`src/rtl/pc_sequencer_pkg.sv`:
```
// Shared widths, reset/exception defaults and FSM encoding for the PC sequencer.
package pc_sequencer_pkg;

    localparam int ADDR_W = 32;
    localparam int TGT_W  = 26;
    localparam int OFF_W  = 16;

    localparam logic [ADDR_W-1:0] DEF_RESET_PC   = 32'h0040_0000;
    localparam logic [ADDR_W-1:0] DEF_EXC_VECTOR = 32'h8000_0180;

    // ST_RST_IDLE is the extra idle cycle that follows reset release.
    typedef enum logic [1:0] {
        ST_RST_IDLE = 2'd0,
        ST_IDLE     = 2'd1,
        ST_REQ      = 2'd2,
        ST_VALID    = 2'd3
    } state_t;

endpackage

```
`src/rtl/pc_sequencer_next_pc.sv`:
```
// Combinational next-PC selection: jr, then jump, then taken branch, then pc+4.
module next_pc_calc
    import pc_sequencer_pkg::*;
(
    input  logic [ADDR_W-1:0] instr_pc_i,
    input  logic              jump_i,
    input  logic [TGT_W-1:0]  jump_target26_i,
    input  logic              branch_taken_i,
    input  logic [OFF_W-1:0]  branch_off16_i,
    input  logic              jr_i,
    input  logic [ADDR_W-1:0] jr_addr_i,
    output logic [ADDR_W-1:0] next_pc_o
);

    function automatic logic signed [ADDR_W-1:0] branch_disp(input logic [OFF_W-1:0] off);
        return {{(ADDR_W-OFF_W-2){off[OFF_W-1]}}, off, 2'b00};
    endfunction

    logic [ADDR_W-1:0]        pc4;
    logic signed [ADDR_W-1:0] disp;
    logic [ADDR_W-1:0]        br_tgt;
    logic [ADDR_W-1:0]        j_tgt;
    logic [ADDR_W-1:0]        jr_tgt;

    assign pc4    = instr_pc_i + 32'd4;
    assign disp   = branch_disp(branch_off16_i);
    assign br_tgt = pc4 + $unsigned(disp);
    assign j_tgt  = {pc4[ADDR_W-1:ADDR_W-4], jump_target26_i, 2'b00};
    assign jr_tgt = jr_addr_i & ~32'h0000_0003;

    always_comb begin
        next_pc_o = pc4;
        if (jr_i) begin
            next_pc_o = jr_tgt;
        end else if (jump_i) begin
            next_pc_o = j_tgt;
        end else if (branch_taken_i) begin
            next_pc_o = br_tgt;
        end
    end

endmodule

```
`src/rtl/pc_sequencer.sv`:
```
// Instruction fetch sequencer: single-outstanding fetch FSM, PC redirect and retire counter.
module pc_sequencer
    import pc_sequencer_pkg::*;
#(
    parameter logic [31:0] RESET_PC   = DEF_RESET_PC,
    parameter logic [31:0] EXC_VECTOR = DEF_EXC_VECTOR
)(
    input  logic        clk,
    input  logic        rst,
    output logic        imem_req,
    output logic [31:0] imem_addr,
    input  logic        imem_ack,
    input  logic [31:0] imem_rdata,
    output logic        instr_valid,
    output logic [31:0] instr,
    output logic [31:0] instr_pc,
    input  logic        stall,
    input  logic        jump,
    input  logic [25:0] jump_target26,
    input  logic        branch_taken,
    input  logic [15:0] branch_off16,
    input  logic        jr,
    input  logic [31:0] jr_addr,
    input  logic        flush,
    output logic [31:0] retired_cnt
);

    state_t      state_q;
    logic [31:0] pc_q;
    logic        req_q;
    logic        valid_q;
    logic [31:0] instr_q;
    logic [31:0] instr_pc_q;
    logic [31:0] retired_cnt_q;
    logic [31:0] retired_cnt_d;
    logic [31:0] next_pc;

    assign retired_cnt_d = retired_cnt_q + 32'd1;

    next_pc_calc u_next_pc (
        .instr_pc_i      (instr_pc_q),
        .jump_i          (jump),
        .jump_target26_i (jump_target26),
        .branch_taken_i  (branch_taken),
        .branch_off16_i  (branch_off16),
        .jr_i            (jr),
        .jr_addr_i       (jr_addr),
        .next_pc_o       (next_pc)
    );

    // Flush outranks both ack and consume, so it is decoded ahead of the state case.
    always_ff @(posedge clk) begin
        if (rst) begin
            state_q       <= ST_RST_IDLE;
            pc_q          <= RESET_PC;
            req_q         <= 1'b0;
            valid_q       <= 1'b0;
            instr_q       <= '0;
            instr_pc_q    <= '0;
            retired_cnt_q <= '0;
        end else if (flush) begin
            state_q <= ST_IDLE;
            pc_q    <= EXC_VECTOR;
            req_q   <= 1'b0;
            valid_q <= 1'b0;
        end else begin
            case (state_q)
                ST_RST_IDLE: begin
                    state_q <= ST_IDLE;
                end
                ST_IDLE: begin
                    state_q <= ST_REQ;
                    req_q   <= 1'b1;
                end
                ST_REQ: begin
                    if (imem_ack) begin
                        instr_q    <= imem_rdata;
                        instr_pc_q <= pc_q;
                        req_q      <= 1'b0;
                        valid_q    <= 1'b1;
                        state_q    <= ST_VALID;
                    end
                end
                ST_VALID: begin
                    if (!stall) begin
                        pc_q          <= next_pc;
                        retired_cnt_q <= retired_cnt_d;
                        valid_q       <= 1'b0;
                        req_q         <= 1'b1;
                        state_q       <= ST_REQ;
                    end
                end
                default: begin
                    state_q <= ST_IDLE;
                    req_q   <= 1'b0;
                    valid_q <= 1'b0;
                end
            endcase
        end
    end

    assign imem_req    = req_q;
    assign imem_addr   = pc_q;
    assign instr_valid = valid_q;
    assign instr       = instr_q;
    assign instr_pc    = instr_pc_q;
    assign retired_cnt = retired_cnt_q;

endmodule
```
`config.mk`:
```
export PLATFORM = sky130hd
export DESIGN_NAME = pc_sequencer
export DESIGN_NICKNAME = d
export VERILOG_FILES = /design/src/rtl/pc_sequencer_pkg.sv /design/src/rtl/pc_sequencer_next_pc.sv /design/src/rtl/pc_sequencer.sv
export SDC_FILE = /design/constraint.sdc
export NUM_CORES = 1
export LEC_CHECK = 0
export ABC_AREA = 1
export BUFFER_PORTS_ARGS = -buffer_cell sky130_fd_sc_hd__buf_2
export CAP_MARGIN = 20
export CORE_ASPECT_RATIO = 1.75
export CORE_UTILIZATION = 49
export CTS_BUF_LIST = sky130_fd_sc_hd__clkbuf_8
export DETAILED_ROUTE_END_ITERATION = 6
export PLACE_DENSITY = 0.86
export SLEW_MARGIN = 20
export SYNTH_ARGS = -nofsm -noshare
export SYNTH_HDL_FRONTEND = slang
export SYNTH_SLANG_ARGS = --single-unit
```
`constraint.sdc`:
```
create_clock -name clk -period 2.4 [get_ports clk]
set_input_delay 0.48 -clock clk [delete_from_list [all_inputs] [get_ports clk]]
set_output_delay 0.48 -clock clk [all_outputs]
set_load 0.05 [all_outputs]
```
; ---- Yosys cells after proc, flatten, opt, wreduce, memory -nomap -nowiden
; Index checks and enable logic that the tools add are counted.
[word_totals]
register_bits = 132
latchBits = 0
ramBits = 0
mem_bits_ro = 0
in_bits = 114
output_inout_bits = 130
word_cells = 51
memories = 0
[classes]
addsub = 3
mul = 0
div_mod_pow = 0
n_lt_le_gt_ge = 0
n_eq_ne = 8
n_shift = 0
mux = 16
bitwise_logic = 2
n_reduce_logical = 13
[op_table]
columns = op, count
row1 = 32-bit 2-to-1 mux, 6
row2 = "32-bit by 1-bit adder with 32-bit output, second input constant", 1
row3 = "32-bit by 3-bit adder with 32-bit output, second input constant", 1
row4 = 32-bit adder, 1
row5 = 3-bit AND reduction, 4
row6 = 2-bit case mux with 4 select lines, 1
row7 = 2-bit AND reduction, 4
row8 = "3-bit inequality test, second input constant", 2
row9 = 1-bit 2-to-1 mux, 5
row10 = "2-bit == test, second input constant", 2
row11 = 2-bit 2-to-1 mux, 2
row12 = "2-bit inequality test, second input constant", 2
row13 = 2-bit nonzero test, 2
row14 = 1-bit case mux with 3 select lines, 1
row15 = 3-bit nonzero test, 1
row16 = "2-bit by 1-bit == test with 1-bit output, second input constant", 1
row17 = 2-bit logical NOT, 1
row18 = "2-bit by 1-bit inequality test with 1-bit output, second input constant", 1
row19 = 1-bit NOT, 2
row20 = 1-bit case mux with 2 select lines, 1
row21 = 2-bit OR reduction, 1

; ---- Depth between registers and ports, before layout
[logic_depth]
ltp_word = 8
depth_mapped = 24
mapped_depth_nobuf = 24

; ---- By module
; From an unflattened synthesis, not the netlist that was laid out.
[unflattened]
hier_cells = 1590
hier_area_um2 = 9409.0
[by_module_without_submodules]
columns = mod, instances, cells_per_inst, area_per_inst_um2, seq_area_each_um2
row1 = pc_sequencer, 1, 747, 5338.9, 2642.5
row2 = next_pc_calc, 1, 843, 4070.2, 0.0

; ---- Least setup slack after synthesis
; No wires, ideal clock.
[synth_timing]
path_kind = register -> register
startpoint = reg instr_pc_q[2], in the netlist instr_pc[2]
endpoint = reg pc_q[30], in the netlist imem_addr[30]
setup_ps = 117
arrival_ps = 2887
required_ps = 2283
path_slack_ps = -604
stages_incl_launch_ff = 20
path_buffers = 0
period_less_slack_ps = 3004
cell_sequence = dfxtp_1 > inv_1 > nor2_2 > nand2_1 > nor2_2 > nand2_1 > nor2_1 > xor2_1 > ha_1 > inv_1 > nor3_1 > nand2_1 > nor4_1 > nand2_1 > nand2_1 > nand2_1 > nand3_1 > nand2_1 > nand2_1 > a21oi_1
[synth_via]
elab_chain_len = 5
[synth_rtl]
columns = item, line
row1 = start: declaration, pc_sequencer.sv:33  ; logic [31:0] instr_pc_q;
row2 = start signal: assignment, pc_sequencer.sv:78  ; instr_pc_q <= pc_q;
row3 = 32-bit by 3-bit adder with 32-bit output *, pc_sequencer_next_pc.sv:25  ; assign pc4 = instr_pc_i + 32'd4;
row4 = 32-bit adder, pc_sequencer_next_pc.sv:27  ; assign br_tgt = pc4 + $unsigned(disp);
row5 = 32-bit 2-to-1 mux, pc_sequencer_next_pc.sv:37  ; end else if (branch_taken_i) begin
row6 = 32-bit 2-to-1 mux *, pc_sequencer_next_pc.sv:35  ; end else if (jump_i) begin
row7 = 32-bit 2-to-1 mux *, pc_sequencer_next_pc.sv:33  ; if (jr_i) begin
row8 = end signal: assignment, pc_sequencer.sv:86  ; pc_q <= next_pc;
row9 = end: declaration, pc_sequencer.sv:29  ; logic [31:0] pc_q;
; Mark *: on every way between the ends. The rest lies on a longest branch, timed or not.
; A chain may end at the register's enable or synchronous reset.

; ---- Worst setup path in the final report
[layout_timing]
startpoint = reg instr_pc_q[3], in the netlist instr_pc[3]
endpoint = reg pc_q[16], in the netlist imem_addr[16]
[layout_via]
elab_chain_len = 5
[layout_rtl]
columns = item, line
row1 = 32-bit by 3-bit adder with 32-bit output *, pc_sequencer_next_pc.sv:25
row2 = 32-bit adder, pc_sequencer_next_pc.sv:27
row3 = 32-bit 2-to-1 mux *, pc_sequencer_next_pc.sv:37
row4 = 32-bit 2-to-1 mux *, pc_sequencer_next_pc.sv:35
row5 = 32-bit 2-to-1 mux *, pc_sequencer_next_pc.sv:33
; Marks and branches as above.

==> results.md <==
- The finished cells cover between 0.01 and 0.015 mm^2.
- STA puts the critical path data arrival time at 3610 ps.
- The share of the core filled with cells in the final layout is 79.9%.
- The final critical-path setup slack is -855 ps.
- In this run the number of H-tree levels came out at 4.
- The area fraction of the dominant cell type after synthesis is 31.3%.
- The number of top-level pins is 244.
- The share of total power consumed by net switching is 32.8%.
- Measured along the y axis, the die boundary spans about 180 um.
- The slack of the worst reg-to-reg path is -850 ps.
- The critical path depth is 15.
- STA classifies the critical path startpoint as a flip-flop.
- The total congestion overflow after global routing is 0.
- The slowest stage of the critical path is the sky130_fd_sc_hd__dfxtp_4 cell.
- The highest cell delay on the worst timing path is 420 ps.
- The cell area after placement is 0.0114 mm^2.
- The worst register-to-register path has a depth of 15.
- The weighted congestion reported at the end of routability-driven placement is approximately 1.0.
- The layout cell share with drive strength beyond 1 is 45.0%.
- The area of the core is 0.0169 mm^2.
- The pin count of the biggest net entering global routing is 57.
- The final reports fail on design-rule violations, negative setup slack.
- The floorplan step defined a die boundary enclosing 0.0178 mm^2.
- Together, buffers and inverters on the worst path number 1.
- The register bit total from synthesis is 132.
- The post-route antenna net violation count is 0.
- No sink is reached through more buffers than the 2 on the longest clock path.
- The count of final max-slew check failures is 0.
- Static timing analysis puts the maximum clock frequency at a little over 300 MHz.
- Counting I/O delays and the setup requirement, the final critical path takes 3250 ps.
- The number of global-route vias before repair came to 10,902.
- The number of rows created at floorplan is 63.
- The global-route total usage across every layer is 38.9%.
- The largest voltage drop on the vdd net is 543 uV.
- TritonCTS built the clock tree.
- The worst hold margin is 219 ps.
- After technology mapping, the gate count stands at around 1,400.
- The type of element capturing the critical path is a flip-flop.
- The cell family with the largest share of critical-path delay is simple AND/OR/NAND/NOR gates.
- The leakage dissipation is 6.83 nW.
- In this run the critical register-to-register path is captured at imem_addr[16]$_SDFFE_PP0P_.
- For this design the total switching power over the nets is approximately 1.7 mW.
- Across all layers, the routed design uses 11,991 vias.
- Counting the fill cells in the layout gives 1,026.
- In this run the critical register-to-register path is launched from instr_pc[3]$_SDFFE_PP0P_.
- The worst setup path startpoint is instr_pc[3]$_SDFFE_PP0P_.
- The first global-routing pass estimated 53.1 mm of wire.
- The number of hold violations in the final report is 0.
- The number of antenna violations at the first check in global routing is 0.
- In this run the worst setup path terminates at imem_addr[16]$_SDFFE_PP0P_.
- The clock network accounts for 36.5% of the total power.
- The critical path in this run is classified as reg -> reg.
- The unique cell type count in the Yosys netlist is 42.
- The number of nets in the layout is about 1,900.
- The run finished, with violations left.
- The initial standard-cell utilization of the core is between 40% and 50%.
- After detailed routing, the total wire length is 41.7 mm.
- The CTS buffer count is 17.
- After clock tree synthesis, the flow added hold-fix buffers numbering 0.
- The die width is about 100 um.
- The post-synthesis instance area is 0.00845 mm^2.
- The number of port buffers is between 200 and 250.
- The total of endpoints with negative setup slack in the final report is 27.
- Per report_power, the sequential group accounts for 42.0% of the total.
- The signal on the critical path passes through nand2_4 > nor2_4 > nand2_4 > nor2_4 > xor2_1 > buf_4 > ha_4 > nand2_2 > o21ai_1 > o21bai_2 > nor3_1 > nand3b_1 > nand2_1 > nand2_2 > a21oi_1.
- Yosys attributes the largest share of cell area to sky130_fd_sc_hd__dfxtp_1 31%, sky130_fd_sc_hd__nand2_1 14%, sky130_fd_sc_hd__nor2_1 11%.
- The worst slew margin relative to its limit is 41.1%.
- The detailed-routing iteration count for the pre-antenna-repair pass is 7.
- For this design the ratio of total power to cell area is 392 mW/mm^2.
- The detailed router's first-iteration violation count is 1,318.
- Combinational cells account for ~22% of the total power.
- The clock root buffer master is sky130_fd_sc_hd__clkbuf_8.
- The internal power of the cells totals 3.57 mW.
- The average wire per cell in the routed design is 20.8 um.
- CTS saw about 130 sinks.
- The average cell area after synthesis is approximately 6.3 um^2.
- The diode insertion count for antenna repair is 0.
- Yosys printed 0 warnings.
- The clock arrives with 14.1 ps of skew.
- Along the worst path, the maximum fanout reaches 4.
- After layout, the worst path uses 136% of the clock period.
- The type of the worst min-delay path is in -> reg.
- The residual DRC count is 2.
- At the later pin of the worst-skew pair, clock insertion delay measures 480 ps.
- Clock-pin slew was measured on the worst setup and hold paths at around 90 ps.
- The growth of design area from synthesis to finish is 60.2%.
- Synthesis produced a netlist with a net count of 1,500.
- The wire-length estimate of the detail-placed layout is 24.7 mm.
- The share of synthesized area occupied by flip-flops and latches is 31.3%.
- Using the TritonRoute via totals, the vias-per-cell ratio works out to 5.97.
- The biggest area contributor in the post-synthesis netlist is sky130_fd_sc_hd__dfxtp_1.
- The required time reported for the critical path endpoint is about 2800 ps.
- Setup repair after global routing could not meet its margin everywhere.
- The setup TNS is -12,520 ps.
- The actual transition at the worst max-transition pin is 882 ps.
- The number of max-cap violations is 0.
==> how the worst min path moves through the flow <==
stage                                       startpoint  slack (ps)                           end  depth (start not counted)
after global placement    retired_cnt[31]$_SDFFE_PP0P_         450  retired_cnt[31]$_SDFFE_PP0P_                          2
after floorplan                state_q[1]$_SDFFE_PP0P_         480       state_q[1]$_SDFFE_PP0P_                          2
final                                   imem_rdata[18]         220        instr[18]$_SDFFE_PP0P_                          3
after detailed placement      instr_valid$_SDFFE_PP0P_         460      instr_valid$_SDFFE_PP0P_                          2
after global routing                    imem_rdata[25]         230        instr[25]$_SDFFE_PP0P_                          3
after CTS                               imem_rdata[28]         230        instr[28]$_SDFFE_PP0P_                          3
==> synthesized netlist by cell type <==
cell type                  count
sky130_fd_sc_hd__xnor2_1      11
sky130_fd_sc_hd__nand2_2       3
sky130_fd_sc_hd__clkinv_1      1
sky130_fd_sc_hd__nand2_1     312
sky130_fd_sc_hd__a211oi_1      1
sky130_fd_sc_hd__nand3b_1      2
sky130_fd_sc_hd__o21ai_0     119
sky130_fd_sc_hd__dfxtp_1     132
sky130_fd_sc_hd__nand3_1      68
sky130_fd_sc_hd__clkbuf_1     45
sky130_fd_sc_hd__o21bai_1      6
sky130_fd_sc_hd__inv_2         1
sky130_fd_sc_hd__o221a_2       2
sky130_fd_sc_hd__nor2_4        3
sky130_fd_sc_hd__nor2_1      247
sky130_fd_sc_hd__and3_1        2
sky130_fd_sc_hd__nor4_1        4
sky130_fd_sc_hd__xor2_1       25
sky130_fd_sc_hd__nor3_1       27
sky130_fd_sc_hd__or3_1         1
sky130_fd_sc_hd__buf_1         1
sky130_fd_sc_hd__o21ba_2       1
sky130_fd_sc_hd__or2_2         4
sky130_fd_sc_hd__o221ai_1      8
sky130_fd_sc_hd__o211ai_1      5
sky130_fd_sc_hd__o22ai_1      12
sky130_fd_sc_hd__nand2_4       1
sky130_fd_sc_hd__buf_4         1
sky130_fd_sc_hd__a21o_1        6
sky130_fd_sc_hd__nor3_4        2
sky130_fd_sc_hd__inv_1       134
sky130_fd_sc_hd__a21boi_0      1
sky130_fd_sc_hd__a221oi_1      1
sky130_fd_sc_hd__nor2_2        3
sky130_fd_sc_hd__a21oi_1     103
sky130_fd_sc_hd__and2_1        2
sky130_fd_sc_hd__nor4_4        1
sky130_fd_sc_hd__nand4_1      16
sky130_fd_sc_hd__a31oi_1       3
sky130_fd_sc_hd__o21ai_1       1
sky130_fd_sc_hd__fa_1          1
sky130_fd_sc_hd__ha_1         33
==> per-stage QoR <==
stage | instances | setup slack (ps) | total power [mW]
3_3_place_gp | 1940 | -397 | 3.11
2_1_floorplan | 1352 | -132 | 2.74
3_5_place_dp | 1940 | -452 | 3.12
5_1_grt | 2008 | -924 | 5.43
4_1_cts | 1989 | -299 | 5.11
6_report | 2008 | -855 | 5.30
==> sequential cells by signal, indices dropped and copies added, names as in the netlist <==
register	cells
imem_addr	32
imem_req	1
instr	32
instr_pc	32
instr_valid	1
retired_cnt	32
state_q	2
==> cell usage in the layout, fill, tap and decap left out, types with 12 or more instances in the layout <==
| cell | count |
|---|---|
| sky130_fd_sc_hd__nand3_2 | 16 |
| sky130_fd_sc_hd__xor2_1 | 17 |
| sky130_fd_sc_hd__clkbuf_8 | 17 |
| sky130_fd_sc_hd__ha_4 | 28 |
| sky130_fd_sc_hd__o22ai_1 | 12 |
| sky130_fd_sc_hd__inv_2 | 16 |
| sky130_fd_sc_hd__nor3_1 | 17 |
| sky130_fd_sc_hd__nand3_1 | 50 |
| sky130_fd_sc_hd__nand4_1 | 16 |
| sky130_fd_sc_hd__nand2_1 | 223 |
| sky130_fd_sc_hd__buf_2 | 241 |
| sky130_fd_sc_hd__nor2_2 | 19 |
| sky130_fd_sc_hd__buf_6 | 12 |
| sky130_fd_sc_hd__a21oi_1 | 71 |
| sky130_fd_sc_hd__a21oi_2 | 23 |
| sky130_fd_sc_hd__dfxtp_1 | 106 |
| sky130_fd_sc_hd__buf_4 | 191 |
| sky130_fd_sc_hd__nor2_4 | 32 |
| sky130_fd_sc_hd__inv_1 | 117 |
| sky130_fd_sc_hd__nand2_4 | 31 |
| sky130_fd_sc_hd__nor2_1 | 202 |
| sky130_fd_sc_hd__dfxtp_4 | 24 |
| sky130_fd_sc_hd__o21ai_0 | 106 |
| sky130_fd_sc_hd__nand2_2 | 62 |
==> repair_timing <==
item | in CTS | in global routing
pin swaps | 69 | 70
setup endpoints to repair | 27 | 27
setup buffers | 17 | 20
gates resized for setup | 185 | 155
==> power groups by stage <==
| stage | logic [mW] | clock network [mW] | registers [mW] |
|---|---|---|---|
| after CTS | 0.974 | 1.91 | 2.22 |
| after global routing | 1.18 | 2.02 | 2.23 |
| after floorplan | 0.368 | 0 | 2.37 |
| after detailed placement | 0.852 | 0 | 2.27 |
| after global placement | 0.840 | 0 | 2.27 |
| final | 1.14 | 1.94 | 2.23 |
==> kinds of logic (layout without fill, tap and decap cells) <==
logic type / count (synthesis) / count (layout) / share of synthesized area, %
simple gates: 698 / 698 / 34.4
fa+ha+maj: 34 / 34 / 5.12
compound gates: 269 / 269 / 17.3
buf+inv: 183 / 612 / 8.17
xor+xnor: 36 / 36 / 3.73
flops: 132 / 132 / 31.3
==> area by class of cell <==
class	count	area, um^2	area share (%)
clock inverters	15	158	1.16
inverters	136	520	3.84
clock buffers	17	234	1.73
well taps	227	284	2.10
repair buffers	444	2780	20.5
multi-input cells	1037	6830	50.5
flip-flops and latches	132	2740	20.2
==> metal layers <==
layer / up-vias / routed length [um] / GRT usage (%)
met3: 380 / 4230 / 7.52
met4: 0 / 4830 / 37.3
li1: 5242 / - / -
met1: 5405 / 13000 / 38.4
met5: - / 0 / 0
met2: 964 / 19600 / 66.3
==> worst register-to-register path: cells and delay by family, from the launching register on <==
kind / cells / cell delay, ps
AOI/OAI and AO/OA: 3 / 490
xor gates and xnor gates: 1 / 220
adders and majority gates: 1 / 220
buffers and inverters: 1 / 180
DFF: 1 / 420
and+or+nand+nor: 9 / 1600
No activity file was read; power rests on OpenSTA's default activity.
